[src/rtl/watch_fnd_display_if.sv]
// Bus between the watch core / board and the FND display block.
// There is no valid/ready handshake on this bus: every i_* signal is sampled
// each clock, and o_frame_done is a one-cycle strobe that nothing can stall.
interface watch_fnd_display_if #(
  parameter int P_COUNT_BIT = 30,
  parameter int P_SEC_BIT   = 6,
  parameter int P_MIN_BIT   = 6,
  parameter int P_HOUR_BIT  = 5
);
  logic                   i_disp_en;
  logic [P_COUNT_BIT-1:0] i_scan_div;
  logic [P_SEC_BIT-1:0]   i_sec;
  logic [P_MIN_BIT-1:0]   i_min;
  logic [P_HOUR_BIT-1:0]  i_hour;
  logic [5:0]             o_digit_sel;
  logic [6:0]             o_seg;
  logic                   o_dp;
  logic                   o_frame_done;
  // Debug view of the FSM: 1 while scanning, 0 while idle.
  logic                   o_scanning;

  modport master (
    output i_disp_en, i_scan_div, i_sec, i_min, i_hour,
    input  o_digit_sel, o_seg, o_dp, o_frame_done, o_scanning
  );

  modport slave (
    input  i_disp_en, i_scan_div, i_sec, i_min, i_hour,
    output o_digit_sel, o_seg, o_dp, o_frame_done, o_scanning
  );
endinterface

[src/rtl/watch_fnd_display.sv]
// Six-digit HH.MM.SS multiplexed 7-segment driver. The time is snapshotted
// at scan start and again at every frame wrap so one frame never mixes two
// different seconds. All outputs are registered from next-state values.
module watch_fnd_display #(
  parameter int P_COUNT_BIT = 30,
  parameter int P_SEC_BIT   = 6,
  parameter int P_MIN_BIT   = 6,
  parameter int P_HOUR_BIT  = 5
) (
  input  logic                 clk,
  input  logic                 reset,
  watch_fnd_display_if.slave   bus
);

  typedef enum logic {S_IDLE = 1'b0, S_SCAN = 1'b1} state_t;

  localparam logic [P_COUNT_BIT-1:0] CNT_ONE = {{(P_COUNT_BIT-1){1'b0}}, 1'b1};
  localparam logic [6:0]             SEG_DASH = 7'h40;

  state_t                 state_q, state_d;
  logic [P_COUNT_BIT-1:0] cnt_q, cnt_d, n_m1;
  logic [2:0]             idx_q, idx_d;
  logic [P_SEC_BIT-1:0]   snap_sec_q, snap_sec_d;
  logic [P_MIN_BIT-1:0]   snap_min_q, snap_min_d;
  logic [P_HOUR_BIT-1:0]  snap_hour_q, snap_hour_d;
  logic                   tick, wrap, load;
  logic [5:0]             sel_d;
  logic [6:0]             seg_d;
  logic                   dp_d, fd_d;
  logic [6:0]             sec7, min7, hour7;
  logic                   sec_bad, min_bad, hour_bad;

  function automatic logic [6:0] seg7(input logic [3:0] d);
    case (d)
      4'd0:    seg7 = 7'h3F;
      4'd1:    seg7 = 7'h06;
      4'd2:    seg7 = 7'h5B;
      4'd3:    seg7 = 7'h4F;
      4'd4:    seg7 = 7'h66;
      4'd5:    seg7 = 7'h6D;
      4'd6:    seg7 = 7'h7D;
      4'd7:    seg7 = 7'h07;
      4'd8:    seg7 = 7'h7F;
      4'd9:    seg7 = 7'h6F;
      default: seg7 = SEG_DASH;
    endcase
  endfunction

  function automatic logic [6:0] tens7(input logic [6:0] v);
    tens7 = seg7(4'(v / 7'd10));
  endfunction

  function automatic logic [6:0] ones7(input logic [6:0] v);
    ones7 = seg7(4'(v % 7'd10));
  endfunction

  // State register; reset overrides the enable.
  always_ff @(posedge clk) begin
    if (reset) state_q <= S_IDLE;
    else       state_q <= state_d;
  end

  // Next state follows the enable directly in both states.
  always_comb begin
    state_d = bus.i_disp_en ? S_SCAN : S_IDLE;
  end

  // Divider, digit index and snapshot reload. N of 0 or 1 both mean tick every cycle.
  always_comb begin
    n_m1        = (bus.i_scan_div > CNT_ONE) ? (bus.i_scan_div - CNT_ONE) : '0;
    tick        = (state_q == S_SCAN) && (cnt_q >= n_m1);
    wrap        = tick && (idx_q == 3'd5);
    cnt_d       = '0;
    idx_d       = 3'd0;
    load        = 1'b0;
    snap_sec_d  = snap_sec_q;
    snap_min_d  = snap_min_q;
    snap_hour_d = snap_hour_q;
    if (state_d == S_SCAN) begin
      if (state_q == S_IDLE) begin
        load = 1'b1;
      end else if (tick) begin
        idx_d = wrap ? 3'd0 : idx_q + 3'd1;
        load  = wrap;
      end else begin
        cnt_d = cnt_q + CNT_ONE;
        idx_d = idx_q;
      end
    end
    if (load) begin
      snap_sec_d  = bus.i_sec;
      snap_min_d  = bus.i_min;
      snap_hour_d = bus.i_hour;
    end
  end

  // Next-cycle outputs from the next index and next snapshot.
  always_comb begin
    sec7     = 7'(snap_sec_d);
    min7     = 7'(snap_min_d);
    hour7    = 7'(snap_hour_d);
    sec_bad  = sec7 > 7'd59;
    min_bad  = min7 > 7'd59;
    hour_bad = hour7 > 7'd23;
    sel_d    = 6'd0;
    seg_d    = 7'd0;
    dp_d     = 1'b0;
    fd_d     = 1'b0;
    if (state_d == S_SCAN) begin
      sel_d = 6'b000001 << idx_d;
      case (idx_d)
        3'd0:    seg_d = sec_bad  ? SEG_DASH : ones7(sec7);
        3'd1:    seg_d = sec_bad  ? SEG_DASH : tens7(sec7);
        3'd2:    seg_d = min_bad  ? SEG_DASH : ones7(min7);
        3'd3:    seg_d = min_bad  ? SEG_DASH : tens7(min7);
        3'd4:    seg_d = hour_bad ? SEG_DASH : ones7(hour7);
        3'd5:    seg_d = hour_bad ? SEG_DASH : tens7(hour7);
        default: seg_d = 7'd0;
      endcase
      // Separators blink with the seconds count (lit on even seconds).
      dp_d = ((idx_d == 3'd2) || (idx_d == 3'd4)) && !snap_sec_d[0];
      fd_d = (state_q == S_SCAN) && wrap;
    end
  end

  // Datapath and output registers.
  always_ff @(posedge clk) begin
    if (reset) begin
      cnt_q            <= '0;
      idx_q            <= 3'd0;
      snap_sec_q       <= '0;
      snap_min_q       <= '0;
      snap_hour_q      <= '0;
      bus.o_digit_sel  <= 6'd0;
      bus.o_seg        <= 7'd0;
      bus.o_dp         <= 1'b0;
      bus.o_frame_done <= 1'b0;
    end else begin
      cnt_q            <= cnt_d;
      idx_q            <= idx_d;
      snap_sec_q       <= snap_sec_d;
      snap_min_q       <= snap_min_d;
      snap_hour_q      <= snap_hour_d;
      bus.o_digit_sel  <= sel_d;
      bus.o_seg        <= seg_d;
      bus.o_dp         <= dp_d;
      bus.o_frame_done <= fd_d;
    end
  end

  assign bus.o_scanning = (state_q == S_SCAN);

endmodule

[src/flat_wrapper.sv]
// flat-port wrapper written by rule: the top's interface ports become plain ports
module watch_fnd_display_flat 
#(
  parameter int P_COUNT_BIT = 30,
  parameter int P_SEC_BIT   = 6,
  parameter int P_MIN_BIT   = 6,
  parameter int P_HOUR_BIT  = 5
)
  (clk, reset, bus_i_disp_en, bus_i_scan_div, bus_i_sec, bus_i_min, bus_i_hour, bus_o_digit_sel, bus_o_seg, bus_o_dp, bus_o_frame_done, bus_o_scanning);
  watch_fnd_display_if #(.P_COUNT_BIT(P_COUNT_BIT), .P_SEC_BIT(P_SEC_BIT), .P_MIN_BIT(P_MIN_BIT), .P_HOUR_BIT(P_HOUR_BIT)) bus_i ();
  input  logic clk;
  input  logic reset;
  input wire logic [$bits(bus_i.i_disp_en)-1:0] bus_i_disp_en;
  input wire logic [$bits(bus_i.i_scan_div)-1:0] bus_i_scan_div;
  input wire logic [$bits(bus_i.i_sec)-1:0] bus_i_sec;
  input wire logic [$bits(bus_i.i_min)-1:0] bus_i_min;
  input wire logic [$bits(bus_i.i_hour)-1:0] bus_i_hour;
  output wire logic [$bits(bus_i.o_digit_sel)-1:0] bus_o_digit_sel;
  output wire logic [$bits(bus_i.o_seg)-1:0] bus_o_seg;
  output wire logic [$bits(bus_i.o_dp)-1:0] bus_o_dp;
  output wire logic [$bits(bus_i.o_frame_done)-1:0] bus_o_frame_done;
  output wire logic [$bits(bus_i.o_scanning)-1:0] bus_o_scanning;
  assign bus_i.i_disp_en = bus_i_disp_en;
  assign bus_i.i_scan_div = bus_i_scan_div;
  assign bus_i.i_sec = bus_i_sec;
  assign bus_i.i_min = bus_i_min;
  assign bus_i.i_hour = bus_i_hour;
  assign bus_o_digit_sel = bus_i.o_digit_sel;
  assign bus_o_seg = bus_i.o_seg;
  assign bus_o_dp = bus_i.o_dp;
  assign bus_o_frame_done = bus_i.o_frame_done;
  assign bus_o_scanning = bus_i.o_scanning;
  watch_fnd_display #(.P_COUNT_BIT(P_COUNT_BIT), .P_SEC_BIT(P_SEC_BIT), .P_MIN_BIT(P_MIN_BIT), .P_HOUR_BIT(P_HOUR_BIT)) u_core (.clk(clk), .reset(reset), .bus(bus_i));
endmodule
[config.mk]
export PLATFORM = sky130hd
export DESIGN_NAME = watch_fnd_display_flat
export DESIGN_NICKNAME = d
export VERILOG_FILES = /design/src/rtl/watch_fnd_display_if.sv /design/src/rtl/watch_fnd_display.sv /design/src/flat_wrapper.sv
export SDC_FILE = /design/constraint.sdc
export NUM_CORES = 1
export LEC_CHECK = 0
export CORE_MARGIN = 10
export CORE_UTILIZATION = 28
export DETAILED_ROUTE_END_ITERATION = 16
export GPL_TIMING_DRIVEN = 1
export HOLD_SLACK_MARGIN = 0.06
export PLACE_DENSITY = 0.52
export SYNTH_ARGS = -nofsm -noshare
export SYNTH_HDL_FRONTEND = slang
export SYNTH_SLANG_ARGS = --single-unit
[constraint.sdc]
create_clock -name clk -period 13.5 [get_ports clk]
set_clock_uncertainty 0.1 [all_clocks]
set_input_delay 4.05 -clock clk [delete_from_list [all_inputs] [get_ports clk]]
set_output_delay 4.05 -clock clk [all_outputs]
set_load 0.01 [all_outputs]
After elaboration in Yosys (flattened, before gate mapping)

Memory sizes are Yosys's and may differ from the RTL's.
Index checks and enable logic that the tools add are counted.

Mux-type cells: 19
Order comparisons: 5
Reduce and logical (&&, ||, !) cells: 9
Equality and inequality tests: 6
Add/sub/neg operators: 3
Bitwise gates (word level): 2
Div/mod/pow operators: 6
Shift operators: 1

Operator list:

| cell                                                                              | count |
|---|---|
| 7-bit 2-to-1 mux                                                                  | 6 |
| 7-bit case mux with 6 select lines                                                | 1 |
| 30-bit by 1-bit adder with 30-bit output (second input constant)                  | 1 |
| 30-bit greater-or-equal comparator                                                | 1 |
| 30-bit by 1-bit greater-than comparator with 1-bit output (second input constant) | 1 |
| 30-bit 2-to-1 mux                                                                 | 1 |
| 30-bit by 1-bit subtractor with 30-bit output (second input constant)             | 1 |
| 6-bit by 4-bit divider with 7-bit output (second input constant)                  | 2 |
| 6-bit by 4-bit modulo with 7-bit output (second input constant)                   | 2 |
| 6-bit greater-than comparator (second input constant)                             | 2 |
| 3-bit 2-to-1 mux                                                                  | 4 |
| 6-bit 2-to-1 mux                                                                  | 2 |
| 3-bit == test (second input constant)                                             | 3 |
| 5-bit by 4-bit divider with 7-bit output (second input constant)                  | 1 |
| 5-bit by 4-bit modulo with 7-bit output (second input constant)                   | 1 |
| 3-bit by 2-bit == test with 1-bit output (second input constant)                  | 2 |
| 1-bit by 3-bit << shifter with 6-bit output (first input constant)                | 1 |
| 5-bit greater-than comparator (second input constant)                             | 1 |
| 5-bit 2-to-1 mux                                                                  | 1 |
| 1-bit logical AND                                                                 | 4 |
| 1-bit 2-to-1 mux                                                                  | 4 |
| 4-bit OR reduction                                                                | 1 |
| 3-bit by 1-bit adder with 3-bit output (second input constant)                    | 1 |
| 3-bit by 1-bit == test with 1-bit output (second input constant)                  | 1 |
| other kinds (5)                                                                   | 6 |

Input port bits: 50
Word-level logic and storage cells: 67
Output and inout bits: 16
Bits in read-only memories: 672
Memories kept: 6
Bits in registers: 66

Memories:

| name            | words | width | rd ports | clocked after Yosys merged registers in | wr ports | line                    | RTL |
|---|---|---|---|---|---|---|---|
| (no name shown) | 16    | 7     | 1        | 0                                       | 0        | watch_fnd_display.sv:34 | `case (d)` |
| (no name shown) | 16    | 7     | 1        | 0                                       | 0        | watch_fnd_display.sv:34 |  |
| (no name shown) | 16    | 7     | 1        | 0                                       | 0        | watch_fnd_display.sv:34 |  |
| (no name shown) | 16    | 7     | 1        | 0                                       | 0        | watch_fnd_display.sv:34 |  |
| (no name shown) | 16    | 7     | 1        | 0                                       | 0        | watch_fnd_display.sv:34 |  |
| (no name shown) | 16    | 7     | 1        | 0                                       | 0        | watch_fnd_display.sv:34 |  |

Logic depth before layout (Yosys ltp)

Gate-level depths: netlist (run 1).
An unclocked memory read counts as a cell.

Word-level depth: 13
Depth in mapped cells: 46
Mapped depth without buffers: 39

Least setup slack after synthesis (run 1)

OpenSTA, ideal clock, no wires.

Path kind: in2reg
Start point: input bus_i_scan_div[21]
End point: register u_core.bus.o_seg[4]
Setup slack: 0.911 ns
Path buffers: 7
Stages on the path: 43
Required time: 13.322 ns
Library setup time: 0.078 ns
Arrival time: 12.411 ns
Cell sequence: or4_1 nor4_1 nand2b_1 nor2_1 nand2_1 clkbuf_1 clkbuf_1 nand2_1 ha_1 a21o_1 a21o_1 a211oi_1 nand3_1 o21ai_4 buf_2 buf_2 buf_2 nor2_1 (+7 left out) ha_1 inv_1 o311ai_0 a21boi_1 or2_1 buf_2 xnor2_1 ha_1 o21a_1 o311ai_4 inv_4 xnor2_1 inv_1 ha_1 inv_1 or4b_1 o211a_1 a41oi_2

Longest elaborated chain between the ends: 13
Elaborated cells between the ends (all ways): 44
Those cells by class: add/sub: 1; div: 6; order compare: 5; eq/ne: 5; mux: 18; reduce/logical: 3; memory: 6

RTL lines:

| item                                                                                                                       | line                       | RTL |
|---|---|---|
| start: declaration                                                                                                         | flat_wrapper.sv:14         | `input wire logic [$bits(bus_i.i_scan_div)-1:0] bus_i_scan_div;` |
| 30-bit by 1-bit subtractor with 30-bit output or 30-bit by 1-bit greater-than comparator with 1-bit output (tied branches) | watch_fnd_display.sv:70    | `n_m1 = (bus.i_scan_div > CNT_ONE) ? (bus.i_scan_div - CNT_ONE) : '0;` |
| 30-bit 2-to-1 mux *                                                                                                        | watch_fnd_display.sv:70    |  |
| 30-bit greater-or-equal comparator *                                                                                       | watch_fnd_display.sv:71    | `tick = (state_q == S_SCAN) && (cnt_q >= n_m1);` |
| 1-bit logical AND *                                                                                                        | watch_fnd_display.sv:71    |  |
| 1-bit logical AND                                                                                                          | watch_fnd_display.sv:72    | `wrap = tick && (idx_q == 3'd5);` |
| 1-bit 2-to-1 mux                                                                                                           | watch_fnd_display.sv:82    | `end else if (tick) begin` |
| 1-bit 2-to-1 mux                                                                                                           | watch_fnd_display.sv:80    | `if (state_q == S_IDLE) begin` |
| 1-bit 2-to-1 mux                                                                                                           | watch_fnd_display.sv:79    | `if (state_d == S_SCAN) begin` |
| 6-bit 2-to-1 mux or 5-bit 2-to-1 mux (tied branches)                                                                       | watch_fnd_display.sv:90    | `if (load) begin` |
| 6-bit by 4-bit divider with 7-bit output (tied with other cells)                                                           | watch_fnd_display.sv:50    | `tens7 = seg7(4'(v / 7'd10));` |
| memory read 16 x 7 bit                                                                                                     | n/a                        |  |
| 7-bit 2-to-1 mux (tied with other cells)                                                                                   | watch_fnd_display.sv:115   | `3'd3: seg_d = min_bad ? SEG_DASH : tens7(min7);` |
| 7-bit case mux with 6 select lines *                                                                                       | watch_fnd_display.sv:111   | `case (idx_d)` |
| end signal: assignment                                                                                                     | watch_fnd_display.sv:145   | `bus.o_seg <= seg_d;` |
| end: declaration                                                                                                           | watch_fnd_display_if.sv:29 | `output o_digit_sel, o_seg, o_dp, o_frame_done, o_scanning` |

Every way passes the cells marked *; elsewhere a longest branch is shown, timed or not.
A chain may end at the register's enable or synchronous reset.

Worst setup path in the final report (run 1)

Start point: input bus_i_scan_div[6]
End point: register u_core.bus.o_seg[5]

Longest elaborated chain between the ends: 13
Elaborated cells between the ends (all ways): 44
Those cells by class: add/sub: 1; div: 6; order compare: 5; eq/ne: 5; mux: 18; reduce/logical: 3; memory: 6

RTL lines:

| item                                                                                                                       | line                                               | RTL |
|---|---|---|
| 30-bit by 1-bit subtractor with 30-bit output or 30-bit by 1-bit greater-than comparator with 1-bit output (tied branches) | watch_fnd_display.sv:70                            |  |
| 30-bit 2-to-1 mux *                                                                                                        | watch_fnd_display.sv:70                            |  |
| 30-bit greater-or-equal comparator *                                                                                       | watch_fnd_display.sv:71                            |  |
| 1-bit logical AND *                                                                                                        | watch_fnd_display.sv:71                            |  |
| 1-bit logical AND                                                                                                          | watch_fnd_display.sv:72                            |  |
| 1-bit 2-to-1 mux *                                                                                                         | watch_fnd_display.sv:82                            |  |
| 1-bit 2-to-1 mux *                                                                                                         | watch_fnd_display.sv:80                            |  |
| 1-bit 2-to-1 mux *                                                                                                         | watch_fnd_display.sv:79                            |  |
| 6-bit 2-to-1 mux *                                                                                                         | watch_fnd_display.sv:90                            |  |
| net u_core.snap_sec_d[3]                                                                                                   | watch_fnd_display.sv:23                            | `logic [P_SEC_BIT-1:0] snap_sec_q, snap_sec_d;` |
| 6-bit by 4-bit divider with 7-bit output or 6-bit by 4-bit modulo with 7-bit output (tied branches)                        | watch_fnd_display.sv:50, watch_fnd_display.sv:54   |  |
| memory read 16 x 7 bit                                                                                                     | n/a                                                |  |
| 7-bit 2-to-1 mux, on equally long branches                                                                                 | watch_fnd_display.sv:113, watch_fnd_display.sv:112 |  |
| 7-bit case mux with 6 select lines *                                                                                       | watch_fnd_display.sv:111                           |  |

Mark *: on every way through the listed nets, which the timed path passes. The rest lies on a longest branch.

==> impl_metrics.yaml, run 1 <==
placement:
  port_buffers: 65
  place.detailed.hpwl_um: 15400
  finalWeightedCongestion: 0.905
  numPlacedInstances: 1233
layout:
  num-nets-final: 1054
  area_growth_syn_to_layout_pct: 20.5
  fill_cells: 2465
  final_cell_count_no_fill: 1249
  n_antenna_cell: 0
  drive_gt1_share_pct: 6.62
drt:
  avgViaCountPerCell: 5.04
  vias: 6289
  drt_first_iter_violations: 430
  detail_route.drc_violations: 0
  dr.pass1.iters: 5
  wl_per_cell_um: 15.5
  postRouteWirelength_um: 19400
  ant_nets: 0
clock_tree:
  cts_max_level: 3
  numCtsBuffers: 9
  cts_tree: "done"
  numClockSinks: 66
  total_of_cells_resized_after_clock_tree_synthesis: 0
  worst_skew_pair.late_latency_ps: 350
  holdBufCountCts: 0
  clockRootBuffer: "sky130_fd_sc_hd__clkbuf_16"
  cts.repair_timing.setup_buffer_count: 0
  cts_max_path_bufs: 2
  clk_pin_slew_ps: 60
power:
  p_comb_share_pct: 38.0
  swShare_pct: 36.2
  net-switching-power_w: 0.000262
  power_per_cell_area_mw_per_mm2: 91.3
  cell_internal_pwr_w: 0.000462
  p_seq_share_pct: 28.8
  fin_total_pwr_w: 0.000723
  vdd.ir_drop.worst_mv: 0.0552
  cellLeakagePower_nw: 3.29
  power.clock.fraction_pct: 33.2
floorplan:
  floorplan_die_width_um: 173
  ports: 66
  floorplan.rows: 55
  core_area_mm2: 0.0228
  fp.dieH_um: 173
  die-area_mm2: 0.0300
  start_util_pct: 28.8
setup_path:
  rr_startpoint: "u_core.cnt_q[27]$_SDFF_PP0_"
  worst_path_largest_cell_delay_ps: 580
  worstRegToRegCells: 30
  startpoint_to_endpoint_class_of_the_critical_path: "in -> reg"
  crit_path_top_delay_cell: "sky130_fd_sc_hd__or4_4"
  r2r_setup_slack_ps: 6250
  critPathArrivalTime_ps: 12940
  path_max_fanout: 17
  cpMostUsedCell: "sky130_fd_sc_hd__ha_1"
  worstSetupEndpointType: "flip-flop"
  regToRegEndpoint: "u_core.bus.o_seg[5]$_SDFF_PP0_"
  critical_path.startpoint_type: "input port"
  timing.critical_path.required_ps: 13690
grt:
  maximum_number_of_pins_on_one_net_before_global_route_repair: 31
  globalRouteTotalUtil_pct: 12.8
  grt_first_pass_wirelength_um: 31900
  globalRoute.totalOverflow: 0
  number_of_global_route_vias_before_repair: 6206
  antenna_found_initial: 0
flow_run:
  drv.max_cap_violation_count: 0
sta:
  max_freq_mhz: 78.4
  timing.setup.tns_ps: 0
  final_number_of_max_transition_violations: 0
  post-route-period-util_pct: 94.4
  rsz0062_at_grt: "no"
  worst_hold_slack_ps: 394
  setup_viol: 0
  min_period_ps: 12750
  finalHoldViolCount: 0
  slew-limit-headroom_pct: 19.1
  worstMarginPinSlew_ps: 1210
synthesis:
  synth.largest_area_cell: "sky130_fd_sc_hd__dfxtp_1"
  synthesis.instances: 865
  synth_sequential_area_ratio_pct: 20.1
  yosys.cell_count.top_type: "sky130_fd_sc_hd__nand2_1"
  ys_async_sr_fraction_pct: 0
  synth_ff_type: "sky130_fd_sc_hd__dfxtp_1"
  netlist_area_mm2: 0.00657
  synth_top_area_share_pct: 20.1
  yosysUniqueCellTypes: 83
  synth-edff-count: 0
  top_post_synthesis_cells_by_count: "110 x sky130_fd_sc_hd__nand2_1, 102 x sky130_fd_sc_hd__nor2_1, 73 x sky130_fd_sc_hd__ha_1"
  ys_ff_latch: 66
  synthesis.area_per_instance_um2: 7.60
  synthesis.yosys.warnings: 0
  syn_nets: 988
  synth_area_leaders: "sky130_fd_sc_hd__dfxtp_1 20%, sky130_fd_sc_hd__ha_1 14%, sky130_fd_sc_hd__nand2_1 6.3%, sky130_fd_sc_hd__nor2_1 5.8%, sky130_fd_sc_hd__xor2_1 5.1%"
run_status:
  status: "finished, final reports clean"
worst_hold_path:
  worstHoldPathType: "reg -> reg"
  timing.hold.worst_path_depth: 1
  hold_path_origin: "u_core.cnt_q[0]$_SDFF_PP0_"
  worst_hold_path.endpoint: "u_core.cnt_q[0]$_SDFF_PP0_"
==> through the flow <==
| stage | instance area (um2) | setup WS [ps] | utilization (%) |
|---|---|---|---|
| floorplan | 6570 | 911 | - |
| global placement | 7600 | 282 | 33.3 |
| detailed placement | 7600 | 170 | 33.3 |
| CTS | 7900 | 518 | 34.6 |
| global route | 7920 | 79.3 | 34.7 |
| finish | 7920 | 751 | 34.7 |
==> critical path: cells and delay by family <==
family,cells,cell delay (ps)
mux,2,350
xor+xnor,4,960
compound gates,8,1640
simple gates,12,3160
fa+ha+maj,5,1270
buf+inv,7,1490
==> kinds of logic after synthesis <==
kind of cell | synth area share, %
simple gates | 28.0
fa+ha+maj | 13.9
compound gates | 19.9
buf+inv | 3.73
xor+xnor | 7.87
flops | 20.1
mux | 6.57
==> power groups by stage <==
stage | clock network, W | logic, W | registers, W
finish | 0.000240 | 0.000275 | 0.000209
global route | 0.000256 | 0.000307 | 0.000210
CTS | 0.000248 | 0.000273 | 0.000208
detailed placement | 0 | 0.000271 | 0.000213
global placement | 0 | 0.000271 | 0.000213
floorplan | 0 | 0.000190 | 0.000213
==> flip-flops by register name (all words and copies together), names as in the netlist <==
| signal | cells |
|---|---|
| u_core.snap_sec_q | 6 |
| u_core.snap_hour_q | 5 |
| u_core.bus.o_seg | 7 |
| u_core.snap_min_q | 6 |
| u_core.bus.o_frame_done | 1 |
| u_core.idx_q | 3 |
| u_core.bus.o_scanning | 1 |
| u_core.cnt_q | 30 |
| u_core.bus.o_dp | 1 |
| u_core.bus.o_digit_sel | 6 |
==> layout make-up <==
| cell class | instances | area, um2 | area share (%) |
|---|---|---|---|
| Multi-Input combinational cell | 736 | 5030 | 63.5 |
| Sequential cell | 66 | 1320 | 16.7 |
| Timing Repair Buffer | 74 | 718 | 9.07 |
| Tap cell | 313 | 392 | 4.95 |
| Clock buffer | 9 | 225 | 2.84 |
| Inverter | 44 | 168 | 2.12 |
| Clock inverter | 7 | 68.8 | 0.869 |
==> placed cells by master, fill, tap and decap left out, types with 20 or more instances in the layout <==
| cell | instances |
|---|---|
| sky130_fd_sc_hd__a21oi_1 | 39 |
| sky130_fd_sc_hd__clkdlybuf4s50_1 | 65 |
| sky130_fd_sc_hd__dfxtp_1 | 66 |
| sky130_fd_sc_hd__ha_1 | 73 |
| sky130_fd_sc_hd__inv_1 | 41 |
| sky130_fd_sc_hd__mux2i_1 | 29 |
| sky130_fd_sc_hd__nand2_1 | 109 |
| sky130_fd_sc_hd__nand3_1 | 32 |
| sky130_fd_sc_hd__nand4_1 | 20 |
| sky130_fd_sc_hd__nor2_1 | 102 |
| sky130_fd_sc_hd__nor3_1 | 27 |
| sky130_fd_sc_hd__o21ai_0 | 33 |
| sky130_fd_sc_hd__xnor2_1 | 21 |
| sky130_fd_sc_hd__xor2_1 | 38 |
==> how the worst max path moves through the flow <==
stage	from	to	slack, ps	cells past startpoint
floorplan	bus_i_scan_div[21]	u_core.bus.o_seg[4]$_SDFF_PP0_	910	43
finish	bus_i_scan_div[6]	u_core.bus.o_seg[5]$_SDFF_PP0_	750	38
detailed placement	bus_i_scan_div[6]	u_core.bus.o_seg[4]$_SDFF_PP0_	170	38
global route	bus_i_scan_div[2]	u_core.bus.o_seg[5]$_SDFF_PP0_	80	39
CTS	bus_i_scan_div[6]	u_core.bus.o_seg[4]$_SDFF_PP0_	520	38
global placement	bus_i_scan_div[6]	u_core.bus.o_seg[5]$_SDFF_PP0_	280	38
==> per-layer routing <==
layer / GRT usage (%) / vias up / part of all wire, %
li1: - / 3256 / -
met4: 4.38 / 0 / 2.4
met1: 16.7 / 2887 / 50
met3: 2.68 / 27 / 3.5
met5: 0 / - / 0
met2: 20.5 / 119 / 44
Note: power is estimated with default switching activity, not from simulation.
==> run 2: changes to the inputs <==
==> constraint.sdc (replaced) <==
create_clock -name clk -period 16.5 [get_ports clk]
set_clock_uncertainty 0.1 [all_clocks]
set_input_delay 4.95 -clock clk [delete_from_list [all_inputs] [get_ports clk]]
set_output_delay 4.95 -clock clk [all_outputs]
set_load 0.01 [all_outputs]
==> impl_metrics.yaml, run 2 (synthesis results as in run 1) <==
drt:
  drt_first_iter_violations: 424
  vias: 6220
  wl_per_cell_um: 15.4
  ant_nets: 0
  avgViaCountPerCell: 5.00
  detail_route.drc_violations: 0
  postRouteWirelength_um: 19200
  dr.pass1.iters: 5
sta:
  worstMarginPinSlew_ps: 1140
  setup_viol: 0
  max_freq_mhz: 69.2
  worst_hold_slack_ps: 388
  timing.setup.tns_ps: 0
  finalHoldViolCount: 0
  min_period_ps: 14460
  slew-limit-headroom_pct: 22.9
  post-route-period-util_pct: 87.6
  final_number_of_max_transition_violations: 0
  rsz0062_at_grt: "no"
worst_hold_path:
  timing.hold.worst_path_depth: 1
  worst_hold_path.endpoint: "u_core.cnt_q[0]$_SDFF_PP0_"
  hold_path_origin: "u_core.cnt_q[0]$_SDFF_PP0_"
  worstHoldPathType: "reg -> reg"
layout:
  final_cell_mix: "110 x sky130_fd_sc_hd__nand2_1, 102 x sky130_fd_sc_hd__nor2_1, 73 x sky130_fd_sc_hd__ha_1"
  fill_cells: 2453
  biggestRegsByFlops: "u_core.cnt_q (30), u_core.bus.o_seg (7)"
  regArea_mm2: 0.00132
  num-nets-final: 1048
  drive_gt1_share_pct: 5.70
  flip_flop_count_of_the_largest_register_after_layout: 30
  area_growth_syn_to_layout_pct: 19.3
  multi_input_area_mm2: 0.00500
  layout_commonest_cell: "sky130_fd_sc_hd__nand2_1"
  registers.top_by_ff_count: "u_core.cnt_q"
  n_antenna_cell: 0
placement:
  finalWeightedCongestion: 0.882
  place.detailed.hpwl_um: 15100
  port_buffers: 65
clock_tree:
  holdBufCountCts: 0
  cts_max_level: 3
  numClockSinks: 66
  cts_tree: "done"
  total_of_cells_resized_after_clock_tree_synthesis: 0
  cts_max_path_bufs: 2
  numCtsBuffers: 9
  cts.repair_timing.setup_buffer_count: 0
  clockRootBuffer: "sky130_fd_sc_hd__clkbuf_16"
  worst_skew_pair.late_latency_ps: 340
  clk_pin_slew_ps: 70
floorplan:
  floorplan.rows: 55
  die-area_mm2: 0.0300
  ports: 66
  core_area_mm2: 0.0228
  fp.dieH_um: 173
  floorplan_die_width_um: 173
  start_util_pct: 28.8
grt:
  globalRouteTotalUtil_pct: 12.5
  antenna_found_initial: 0
  grt_first_pass_wirelength_um: 31300
  globalRoute.totalOverflow: 0
  number_of_global_route_vias_before_repair: 6036
  maximum_number_of_pins_on_one_net_before_global_route_repair: 31
setup_path:
  worstRegToRegCells: 29
  regToRegEndpoint: "u_core.bus.o_seg[6]$_SDFF_PP0_"
  crit_path_top_delay_cell: "sky130_fd_sc_hd__or4_1"
  timing.critical_path.required_ps: 16580
  path_max_fanout: 29
  r2r_setup_slack_ps: 8630
  critical_path.startpoint_type: "input port"
  rr_startpoint: "u_core.cnt_q[27]$_SDFF_PP0_"
  cpMostUsedCell: "sky130_fd_sc_hd__ha_1"
  critPathArrivalTime_ps: 14530
  worst_path_largest_cell_delay_ps: 610
  worstSetupEndpointType: "flip-flop"
  startpoint_to_endpoint_class_of_the_critical_path: "in -> reg"
power:
  cellLeakagePower_nw: 3.24
  power_per_cell_area_mw_per_mm2: 73.5
  vdd.ir_drop.worst_mv: 0.0422
flow_run:
  drv.max_cap_violation_count: 0
run_status:
  status: "finished, final reports clean"
run 2: changes by cell type in the layout (fill, tap and decap cells not counted), sizes merged:
| cell | change |
|---|---|
| buf | -6 |
| bufinv | -1 |
| clkinv | -2 |
| clkinvlp | +2 |
| inv | +1 |
run 2: worst max-delay path: cells and delay by family:
family,cells,cell delay [ps]
muxes,2,920
buffers and inverters,6,1480
adders and majority gates,5,1150
and+or+nand+nor,10,2640
xor gates and xnor gates,2,480
AOI/OAI and AO/OA,11,2870
run 2: worst max-delay path by stage:
stage / endpoint / from / slack [ps] / depth (start not counted)
detailed placement: u_core.bus.o_seg[6]$_SDFF_PP0_ / bus_i_scan_div[21] / 1830 / 36
CTS: u_core.bus.o_seg[6]$_SDFF_PP0_ / bus_i_scan_div[21] / 2080 / 36
floorplan: u_core.bus.o_seg[4]$_SDFF_PP0_ / bus_i_scan_div[21] / 3010 / 43
finish: u_core.bus.o_seg[6]$_SDFF_PP0_ / bus_i_scan_div[21] / 2040 / 36
global route: u_core.bus.o_seg[5]$_SDFF_PP0_ / bus_i_scan_div[21] / 1140 / 36
global placement: u_core.bus.o_seg[5]$_SDFF_PP0_ / bus_i_scan_div[21] / 2080 / 36
run 2: per-stage QoR:
stage          cell area, um2  worst slack (ps)  util [%]  total power, W  cells
2_1_floorplan            6570              3010         -        0.000329    865
3_3_place_gp             7560              2080      33.1        0.000395   1227
3_5_place_dp             7560              1830      33.1        0.000394   1227
4_1_cts                  7840              2080      34.3        0.000584   1243
5_1_grt                  7840              1140      34.3        0.000613   1243
6_report                 7840              2040      34.3        0.000576   1243
run 2: layout make-up:
class | instances | area share (%)
Multi-Input combinational cell | 736 | 63.9
Clock inverter | 7 | 0.671
Clock buffer | 9 | 2.87
Inverter | 44 | 2.14
Tap cell | 313 | 5.00
Timing Repair Buffer | 68 | 8.59
Sequential cell | 66 | 16.9
run 2: metal layers:
layer	vias up	track usage, %	share of wire, %
li1	3245	-	-
met1	2824	16.8	50
met2	128	19.4	43
met3	23	2.46	4.2
met4	0	4.78	2.4
met5	-	0	0
run 2: where the power goes:
part           switching, W  internal [W]
sequential       0.00000474      0.000166
combinational      0.000128     0.0000935
clock             0.0000811      0.000102
